## src/rtl/ps2_scancode_rx_if.sv

```systemverilog
// -----------------------------------------------------------------------------
// ps2_scancode_rx_if
// Key-event bus from the PS/2 receiver to the keyboard mailbox.
//   newchar   : one-clk pulse, char holds a new complete key event
//   char      : [15:8] prefix (F0 break, E0 extended make, 00 plain make),
//               [7:0] scancode; holds its value between pulses
//   frame_err : one-clk pulse when a frame is discarded
// Modports: master = receiver (drives), slave = mailbox (observes).
// -----------------------------------------------------------------------------
interface ps2_scancode_rx_if;
   logic        newchar;
   logic [15:0] char;
   logic        frame_err;

   modport master (output newchar, output char, output frame_err);
   modport slave  (input  newchar, input  char, input  frame_err);
endinterface

```

## src/rtl/ps2_scancode_rx.sv

```systemverilog
// -----------------------------------------------------------------------------
// ps2_scancode_rx
// PS/2 keyboard receiver. Deserializes 11-bit device-to-host frames
// (start, d0..d7 LSB first, odd parity, stop) and folds the E0 (extended)
// and F0 (break) prefix bytes into a single 16-bit key-event word.
//
// Parameters:
//   TIMEOUT_CYCLES : clk cycles without a ps2_clk fall before a partial
//                    frame is aborted
//   SYNC_STAGES    : synchronizer depth on both pins (2..3)
// Ports:
//   clk      : system clock, all state on the rising edge
//   rst_n    : asynchronous assert, active-low reset
//   ps2_clk  : raw PS/2 clock pin (asynchronous, idles high)
//   ps2_data : raw PS/2 data pin (asynchronous, idles high)
//   kb       : key-event bus (newchar / char / frame_err), master side
// -----------------------------------------------------------------------------
module ps2_scancode_rx #(
   parameter int TIMEOUT_CYCLES = 5000,
   parameter int SYNC_STAGES    = 2
) (
   input  logic                      clk,
   input  logic                      rst_n,
   input  logic                      ps2_clk,
   input  logic                      ps2_data,
   ps2_scancode_rx_if.master         kb
);

   localparam int                CNT_W    = $clog2(TIMEOUT_CYCLES + 1);
   localparam logic [CNT_W-1:0]  TMO_LAST = CNT_W'(TIMEOUT_CYCLES - 1);

   typedef enum logic [1:0] {
      IDLE   = 2'd0,
      DATA   = 2'd1,
      PARITY = 2'd2,
      STOP   = 2'd3
   } state_t;

   // ---------------------------------------------------------------
   // Pin synchronizers and falling-edge detect
   // ---------------------------------------------------------------
   logic [SYNC_STAGES-1:0] clk_sync_q,  clk_sync_d;
   logic [SYNC_STAGES-1:0] data_sync_q, data_sync_d;
   logic                   clk_prev_q;
   logic                   clk_s;
   logic                   data_s;
   logic                   fe;

   assign clk_sync_d  = {clk_sync_q[SYNC_STAGES-2:0],  ps2_clk};
   assign data_sync_d = {data_sync_q[SYNC_STAGES-2:0], ps2_data};
   assign clk_s       = clk_sync_q[SYNC_STAGES-1];
   assign data_s      = data_sync_q[SYNC_STAGES-1];
   // Previous synchronized sample was 1 and the current one is 0.
   assign fe          = clk_prev_q & ~clk_s;

   // ---------------------------------------------------------------
   // Frame FSM state
   // ---------------------------------------------------------------
   state_t           state_q,   state_d;
   logic [2:0]       bit_cnt_q, bit_cnt_d;
   logic [7:0]       shift_q,   shift_d;
   logic             parity_q,  parity_d;
   logic [CNT_W-1:0] tmo_cnt_q, tmo_cnt_d;
   logic             done_q,    done_d;
   logic             good_q,    good_d;
   logic             timeout;

   // ---------------------------------------------------------------
   // Key-event stage
   // ---------------------------------------------------------------
   logic             ext_q,       ext_d;
   logic             brk_q,       brk_d;
   logic             newchar_q,   newchar_d;
   logic [15:0]      char_q,      char_d;
   logic             frame_err_q, frame_err_d;

   // Next-state logic of the frame FSM.
   always_comb begin
      state_d   = state_q;
      bit_cnt_d = bit_cnt_q;
      shift_d   = shift_q;
      parity_d  = parity_q;
      done_d    = 1'b0;
      good_d    = good_q;
      timeout   = 1'b0;

      case (state_q)
         IDLE: begin
            // A high data bit on a fall is not a start bit; stay quiet.
            if (fe && !data_s) begin
               state_d   = DATA;
               bit_cnt_d = 3'd0;
            end
         end
         DATA: begin
            if (fe) begin
               shift_d[bit_cnt_q] = data_s;
               bit_cnt_d          = bit_cnt_q + 3'd1;
               if (bit_cnt_q == 3'd7) begin
                  state_d = PARITY;
               end
            end
         end
         PARITY: begin
            if (fe) begin
               parity_d = data_s;
               state_d  = STOP;
            end
         end
         STOP: begin
            if (fe) begin
               state_d = IDLE;
               done_d  = 1'b1;
               // Odd parity: XOR of data and parity bit must be 1.
               good_d  = data_s & (^{shift_q, parity_q});
            end
         end
         default: begin
            state_d = IDLE;
         end
      endcase

      // Stalled partial frame: abandon it and report an error.
      if ((state_q != IDLE) && !fe && (tmo_cnt_q == TMO_LAST)) begin
         state_d = IDLE;
         timeout = 1'b1;
      end
   end

   // Timeout counter: cleared on every fall and while idle, otherwise counts.
   always_comb begin
      tmo_cnt_d = tmo_cnt_q;
      if (fe || (state_d == IDLE)) begin
         tmo_cnt_d = '0;
      end else if (state_q != IDLE) begin
         tmo_cnt_d = tmo_cnt_q + CNT_W'(1);
      end
   end

   // Byte interpretation, one cycle after the stop-bit fall.
   // done_q only occurs while the FSM is idle, so it can never coincide
   // with a timeout and newchar/frame_err stay mutually exclusive.
   always_comb begin
      ext_d       = ext_q;
      brk_d       = brk_q;
      char_d      = char_q;
      newchar_d   = 1'b0;
      frame_err_d = timeout;

      if (timeout) begin
         ext_d = 1'b0;
         brk_d = 1'b0;
      end

      if (done_q) begin
         if (!good_q) begin
            frame_err_d = 1'b1;
            ext_d       = 1'b0;
            brk_d       = 1'b0;
         end else if (shift_q == 8'hE0) begin
            ext_d = 1'b1;
         end else if (shift_q == 8'hF0) begin
            brk_d = 1'b1;
         end else begin
            // Break wins over extended so E0 F0 xx reports F0xx.
            char_d    = {(brk_q ? 8'hF0 : (ext_q ? 8'hE0 : 8'h00)), shift_q};
            newchar_d = 1'b1;
            ext_d     = 1'b0;
            brk_d     = 1'b0;
         end
      end
   end

   always_ff @(posedge clk or negedge rst_n) begin
      if (!rst_n) begin
         clk_sync_q  <= '1;
         data_sync_q <= '1;
         clk_prev_q  <= 1'b1;
         state_q     <= IDLE;
         bit_cnt_q   <= 3'd0;
         shift_q     <= 8'h00;
         parity_q    <= 1'b0;
         tmo_cnt_q   <= '0;
         done_q      <= 1'b0;
         good_q      <= 1'b0;
         ext_q       <= 1'b0;
         brk_q       <= 1'b0;
         newchar_q   <= 1'b0;
         char_q      <= 16'h0000;
         frame_err_q <= 1'b0;
      end else begin
         clk_sync_q  <= clk_sync_d;
         data_sync_q <= data_sync_d;
         clk_prev_q  <= clk_s;
         state_q     <= state_d;
         bit_cnt_q   <= bit_cnt_d;
         shift_q     <= shift_d;
         parity_q    <= parity_d;
         tmo_cnt_q   <= tmo_cnt_d;
         done_q      <= done_d;
         good_q      <= good_d;
         ext_q       <= ext_d;
         brk_q       <= brk_d;
         newchar_q   <= newchar_d;
         char_q      <= char_d;
         frame_err_q <= frame_err_d;
      end
   end

   assign kb.newchar   = newchar_q;
   assign kb.char      = char_q;
   assign kb.frame_err = frame_err_q;

endmodule
```

## src/flat_wrapper.sv

```systemverilog
// flat-port wrapper written by rule: the top's interface ports become plain ports
module ps2_scancode_rx_flat 
#(
   parameter int TIMEOUT_CYCLES = 5000,
   parameter int SYNC_STAGES    = 2
)
  (clk, rst_n, ps2_clk, ps2_data, kb_newchar, kb_char, kb_frame_err);
  ps2_scancode_rx_if kb_i ();
  input  logic clk;
  input  logic rst_n;
  input  logic ps2_clk;
  input  logic ps2_data;
  output wire logic [$bits(kb_i.newchar)-1:0] kb_newchar;
  output wire logic [$bits(kb_i.char)-1:0] kb_char;
  output wire logic [$bits(kb_i.frame_err)-1:0] kb_frame_err;
  assign kb_newchar = kb_i.newchar;
  assign kb_char = kb_i.char;
  assign kb_frame_err = kb_i.frame_err;
  ps2_scancode_rx #(.TIMEOUT_CYCLES(TIMEOUT_CYCLES), .SYNC_STAGES(SYNC_STAGES)) u_core (.clk(clk), .rst_n(rst_n), .ps2_clk(ps2_clk), .ps2_data(ps2_data), .kb(kb_i));
endmodule
```

## config.mk

```make
export PLATFORM = sky130hd
export DESIGN_NAME = ps2_scancode_rx_flat
export DESIGN_NICKNAME = d
export VERILOG_FILES = /design/src/rtl/ps2_scancode_rx_if.sv /design/src/rtl/ps2_scancode_rx.sv /design/src/flat_wrapper.sv
export SDC_FILE = /design/constraint.sdc
export NUM_CORES = 1
export LEC_CHECK = 0
export CAP_MARGIN = 20
export CORE_UTILIZATION = 40
export CTS_CLUSTER_DIAMETER = 60
export DETAILED_ROUTE_END_ITERATION = 7
export GPL_ROUTABILITY_DRIVEN = 0
export PLACE_DENSITY_LB_ADDON = 0.3
export SLEW_MARGIN = 20
export SYNTH_ARGS = -nofsm -noshare
export SYNTH_HDL_FRONTEND = slang
export SYNTH_SLANG_ARGS = --single-unit
export TNS_END_PERCENT = 5
```

## constraint.sdc

```tcl
create_clock -name clk -period 1.7 [get_ports clk]
set_input_delay 0.34 -clock clk [delete_from_list [all_inputs] [get_ports clk]]
set_output_delay 0.34 -clock clk [all_outputs]
set_load 0.005 [all_outputs]
```

==> run_results.csv, run 1 <==
group,metric,value,unit
clock_tree,cts.clk_slew.worst_paths,0.08,ns
clock_tree,cts_made_buffers,5,
die,dieArea,5740,um2
detailed_routing,top_layer_used,"met4",
grt,grt_util_all_layers,15.4,%
cells_and_area,layout_common_cells,"dfrtp_1, nor2_1, clkdlybuf4s50_1, mux2_2, buf_4",
worst_setup_path,critPathKind,"flop to flop",
timing,max_slew_margin,65.3,%
timing,hold_violations,0,
synth,avgSynthCellArea,11.6,um2
cells_and_area,layout_commonest_cell,"dfrtp_1",
cells_and_area,finish.net_count,227,
clock_tree,cts.htree.levels,2,
die,start_util,42.1,%
detailed_routing,drt_first_pass_iters,4,
timing,fin_crit,1.66,ns
placement,placed_area,2510,um2
cells_and_area,layoutNonFillerInstCount,291,
synth,syn_inst,188,
power_and_ir_drop,p_per_area,1280,nW/um2
timing,period_share,97.7,%
worst_setup_path,critPathMaxFanout,4,
timing,finalWorstSetupSlack,0.0399,ns
die,fp-row-count,26,
clock_tree,cts_buffer_depth,2,
timing,fin_skew,0.00555,ns
cells_and_area,area_delta_synth_final,20.1,%
die,dieWidth,75.8,um
worst_setup_path,r2r-end,"u_core.shift_q[0]$_DFFE_PN0P_",
detailed_routing,wl_per_cell,13.1,um
outcome,status,"finished, final reports clean",
detailed_routing,met3_length,86,um
placement,dp_cells,283,
grt,grt_overflow,0,
detailed_routing,viasPerCell,4.87,
clock_tree,clock_sinks,48,
clock_tree,clockRootBuffer,"clkbuf_8",
synth,synth_area,2180,um2
detailed_routing,wl_met1,2.01,mm
timing,rsz0062_at_grt,"yes",
clock_tree,cts_tree,"yes",
cells_and_area,layout-drive-gt1-share,22.2,%
timing,finalSetupViolCount,0,
grt,grt_antenna_before_repair,0,
cells_and_area,diodes,0,
detailed_routing,vias,1417,
die,chipHeight,75.8,um
synth,synth-seq-cells,48,
detailed_routing,dr_wl_met2,1.66,mm
synth,yosysSeqAreaShare,55.5,%
synth,async_reset_ff_share,100,%
worst_setup_path,reg2reg_depth,4,
worst_setup_path,cp-start-kind,"flop",
detailed_routing,antenna_left,0,
die,coreArea,5170,um2
worst_setup_path,end_kind,"flop",
placement,pre_cts_ws,0.0739,ns
timing,tightest_slew,0.521,ns
worst_setup_path,cp_slowest_cell,"dfstp_2",
job,maxCapViolCount,0,
die,num_io_pins,22,
worst_setup_path,required,1.89,ns
detailed_routing,drt_iter0_drc,55,
power_and_ir_drop,peakVddDrop,0.000602,V
synth,yosysWarnings,0,
synth,synth_flop_cell,"dfrtp_1",
placement,portBuffers,17,
detailed_routing,wl,3.81,mm
synth,synth_edf_count,0,
detailed_routing,drc,0,
grt,grt_max_degree,49,
grt,grt_pass1_wl,6.51,mm
cells_and_area,final_area,2620,um2
worst_setup_path,reg2reg_from,"u_core.clk_prev_q$_DFF_PN1_",
worst_setup_path,rrSetupSlack,0.04,ns
grt,grt_pass1_vias,1381,
min_path,hold_path.class,"primary input to async pin",
power_and_ir_drop,p_leak,1.16,nW
timing,fmax,0.602,GHz
worst_setup_path,critPathMaxStageDelay,0.55,ns
synth,synth_cell_types,37,
clock_tree,clock_latency,0.30,ns
worst_setup_path,worstPathCellList,"and4bb_2 -> nand2b_1 -> nor3_1 -> mux2_2",
worst_setup_path,crit_arrival,1.85,ns
placement,dp_hpwl,2.72,mm
timing,slew_viol_final,0,
[how the worst max path moves through the flow]
| stage | from | end | slack, ns | cells after the start |
|---|---|---|---|---|
| after floorplan | u_core.shift_q[3]$_DFFE_PN0P_ | u_core.kb.char[0]$_DFFE_PN0P_ | 0.09 | 4 |
| after global placement | u_core.clk_prev_q$_DFF_PN1_ | u_core.shift_q[0]$_DFFE_PN0P_ | 0.06 | 4 |
| after detailed placement | u_core.clk_prev_q$_DFF_PN1_ | u_core.shift_q[5]$_DFFE_PN0P_ | 0.07 | 4 |
| after CTS | u_core.clk_prev_q$_DFF_PN1_ | u_core.shift_q[5]$_DFFE_PN0P_ | 0.06 | 4 |
| after global routing | u_core.clk_prev_q$_DFF_PN1_ | u_core.shift_q[4]$_DFFE_PN0P_ | -0.03 | 4 |
| final | u_core.clk_prev_q$_DFF_PN1_ | u_core.shift_q[0]$_DFFE_PN0P_ | 0.04 | 4 |
[kinds of logic (layout without fill, tap and decap cells)]
kind of cell / after synthesis / after routing / synth area share [%]
other cells: 1 / 4 / 0.172
compound gates: 27 / 27 / 8.62
fa+ha+maj: 3 / 3 / 1.72
simple gates: 57 / 57 / 13.6
buf+inv: 19 / 49 / 4.83
flops: 48 / 48 / 55.5
xor+xnor: 18 / 18 / 7.87
mux: 15 / 15 / 7.76
[state kept, by name, indices dropped and copies added, names as in the netlist]
name,cells
u_core.clk_sync_q,2
u_core.clk_prev_q,1
u_core.parity_q,1
u_core.state_q,2
u_core.tmo_cnt_q,13
u_core.kb.newchar,1
u_core.brk_q,1
u_core.done_q,1
u_core.good_q,1
u_core.ext_q,1
u_core.shift_q,8
u_core.bit_cnt_q,3
u_core.kb.char,10
u_core.kb.frame_err,1
u_core.data_sync_q,2
[timing repair]
action / CTS / global route
hold buffers: 0 / 0
resized for setup: 0 / 2
setup buffers: 0 / 0
endpoints found under the setup margin: 0 / 9
[per-stage QoR]
stage	setup TNS [ns]	total power [mW]	hold WS (ns)	utilization [%]
2_1_floorplan	0	2.30	0.0444	-
3_3_place_gp	0	2.64	0.342	48.6
3_5_place_dp	0	2.66	0.346	48.6
4_1_cts	0	3.38	0.0151	50.4
5_1_grt	-0.0804	3.57	0.0251	50.6
6_report	0	3.34	0.00943	50.6
[synth_stat cells, drive strengths merged (4+ instances only)]
master	number	share of area, %
a21oi	5	1.1
buf	10	3.3
dfrtp	43	49
dfstp	5	6.0
inv	9	1.6
mux2	15	7.8
nand2	11	1.9
nand4	4	1.1
nor2	17	2.9
nor3	7	1.6
nor3b	4	1.4
o21ai	7	1.6
xnor2	12	4.8
xor2	5	2.0
[report_power, final]
part,internal (mW),switching [mW]
logic,0.579,0.448
clock network,0.331,0.368
registers,1.36,0.253
[worst max-delay path: cells and delay by family, from the launching register on]
family	cells	cell delay, ns
DFF	1	0.55
muxes	1	0.37
and+or+nand+nor	3	0.63
[final cells by class]
cell class	instances	area, um2
inverter	9	33.8
tap	70	87.6
timing repair buffer	32	303
multi-input combinational	124	888
sequential	48	1210
clock buffer	7	86.3
clock inverter	1	7.51
fill	482	2560
[per-layer routing]
metal / track usage [%] / up-vias
li1: - / 711
met1: 23.0 / 682
met2: 21.0 / 19
met3: 4.10 / 5
met4: 5.97 / 0
met5: 0 / -
No activity file was read; power rests on OpenSTA's default activity.
==> run 2: changes to the inputs <==
--- a/config.mk
+++ b/config.mk
@@ -6,7 +6,9 @@
 export NUM_CORES = 1
 export LEC_CHECK = 0
 export CAP_MARGIN = 20
-export CORE_UTILIZATION = 40
+export CELL_PAD_IN_SITES_DETAIL_PLACEMENT = 1
+export CELL_PAD_IN_SITES_GLOBAL_PLACEMENT = 2
+export CORE_UTILIZATION = 34
 export CTS_CLUSTER_DIAMETER = 60
 export DETAILED_ROUTE_END_ITERATION = 7
 export GPL_ROUTABILITY_DRIVEN = 0
==> run_results.csv, run 2 (same netlist as run 1, synthesis figures left out) <==
group,metric,value,unit
outcome,status,"finished, final reports clean",
worst_setup_path,cp-start-kind,"flop",
die,fp-row-count,28,
worst_setup_path,critPathMaxFanout,6,
worst_setup_path,cp_slowest_cell,"dfstp_2",
cells_and_area,finish.net_count,221,
clock_tree,cts_made_buffers,5,
timing,hold_ws,0.00547,ns
cells_and_area,top_register,"u_core.tmo_cnt_q",
cells_and_area,layoutNonFillerInstCount,290,
timing,rsz0062_at_grt,"yes",
worst_setup_path,end_kind,"flop",
cells_and_area,area_delta_synth_final,19.2,%
die,dieWidth,82.0,um
detailed_routing,drt_first_pass_iters,4,
timing,finalSetupViolCount,0,
clock_tree,cts.htree.levels,2,
timing,finalWorstSetupSlack,0.0533,ns
die,dieArea,6730,um2
die,start_util,35.9,%
worst_setup_path,critPathMaxStageDelay,0.54,ns
grt,grt_pass1_vias,1513,
timing,slew_viol_final,0,
power_and_ir_drop,peakVddDrop,0.000632,V
clock_tree,clockRootBuffer,"clkbuf_8",
worst_setup_path,critPathKind,"flop to flop",
min_path,hold_path.class,"primary input to async pin",
cells_and_area,largest_register_ffs,13,
timing,tns,0,ns
placement,dp_cells,282,
die,num_io_pins,22,
cells_and_area,fin_util,42.8,%
clock_tree,cts_setup_buffers,0,
cells_and_area,layout-drive-gt1-share,21.4,%
placement,portBuffers,17,
detailed_routing,vias,1458,
grt,grt_antenna_before_repair,0,
clock_tree,cts_buffer_depth,2,
detailed_routing,viasPerCell,5.03,
clock_tree,clock_latency,0.30,ns
clock_tree,clock_sinks,48,
worst_setup_path,crit_arrival,1.85,ns
detailed_routing,drt_iter0_drc,48,
die,coreArea,6060,um2
die,chipHeight,82.0,um
power_and_ir_drop,p_leak,1.13,nW
clock_tree,cts_tree,"yes",
timing,fin_skew,0.00815,ns
placement,pre_cts_ws,0.0238,ns
grt,grt_util_all_layers,14.8,%
worst_setup_path,required,1.90,ns
clock_tree,ctsResizeCount,0,
timing,fmax,0.607,GHz
detailed_routing,wl_per_cell,15.0,um
grt,grt_max_degree,49,
timing,period_share,96.9,%
worst_setup_path,worstPathCellList,"and4bb_2 -> nand2b_1 -> nor3_1 -> mux2_2",
clock_tree,cts.clk_slew.worst_paths,0.09,ns
timing,hold_violations,0,
cells_and_area,diodes,0,
grt,grt_overflow,0,
placement,dp_hpwl,3.21,mm
grt,grt_pass1_wl,7.36,mm
detailed_routing,drc,0,
job,maxCapViolCount,0,
detailed_routing,antenna_left,0,
clock_tree,hold_buffers,0,
cells_and_area,layout_common_cells,"dfrtp_1, nor2_1, clkdlybuf4s50_1, mux2_2, xnor2_1",
power_and_ir_drop,p_per_area,1320,nW/um2
detailed_routing,wl,4.34,mm
timing,fin_crit,1.65,ns
cells_and_area,fill_cells,666,
cells_and_area,layout_commonest_cell,"dfrtp_1",
-- run 2: final timing paths --
path	start	endpoint	slack, ns	cells past startpoint
hold / removal	rst_n	u_core.kb.char[14]$_DFFE_PN0P_	0.005	2
hold reg to reg	u_core.clk_sync_q[0]$_DFF_PN1_	u_core.clk_sync_q[1]$_DFF_PN1_	0.36	0
max in group asynchronous	rst_n	u_core.data_sync_q[0]$_DFF_PN1_	1.41	2
setup / recovery	u_core.clk_prev_q$_DFF_PN1_	u_core.shift_q[0]$_DFFE_PN0P_	0.05	4
setup reg to reg	u_core.clk_prev_q$_DFF_PN1_	u_core.shift_q[0]$_DFFE_PN0P_	0.05	4
min in group clk	u_core.clk_sync_q[0]$_DFF_PN1_	u_core.clk_sync_q[1]$_DFF_PN1_	0.36	0
-- run 2: layout make-up --
cell class	count	area, um2	share of cell area, %
Timing Repair Buffer	26	245	9.45
Clock inverter	3	42.5	1.64
Sequential cell	48	1210	46.5
Inverter	9	33.8	1.30
Clock buffer	5	68.8	2.65
Tap cell	75	93.8	3.62
Multi-Input combinational cell	124	903	34.8
-- run 2: report_power, final --
group | leakage (nW) | switching [mW] | total, mW | internal, mW
clock | 0.0541 | 0.392 | 0.827 | 0.436
combinational | 0.450 | 0.427 | 0.933 | 0.506
sequential | 0.630 | 0.303 | 1.66 | 1.36
-- run 2: stage by stage --
step	cell area [um2]	total power [mW]
6_report	2590	3.42
5_1_grt	2590	3.68
4_1_cts	2570	3.46
3_5_place_dp	2460	2.62
3_3_place_gp	2460	2.55
2_1_floorplan	2190	2.30
-- run 2: routing by layer --
metal | GRT usage (%) | share of wire, %
met3 | 4.00 | 2.7
met1 | 18.3 | 45
met2 | 25.1 | 52
met4 | 4.56 | 1.1
met5 | 0 | 0
-- run 2: worst max-delay path: cells and delay by family, from the launching register on --
| kind | cells | cell delay (ns) |
|---|---|---|
| and+or+nand+nor | 3 | 0.64 |
| muxes | 1 | 0.35 |
| DFF | 1 | 0.54 |
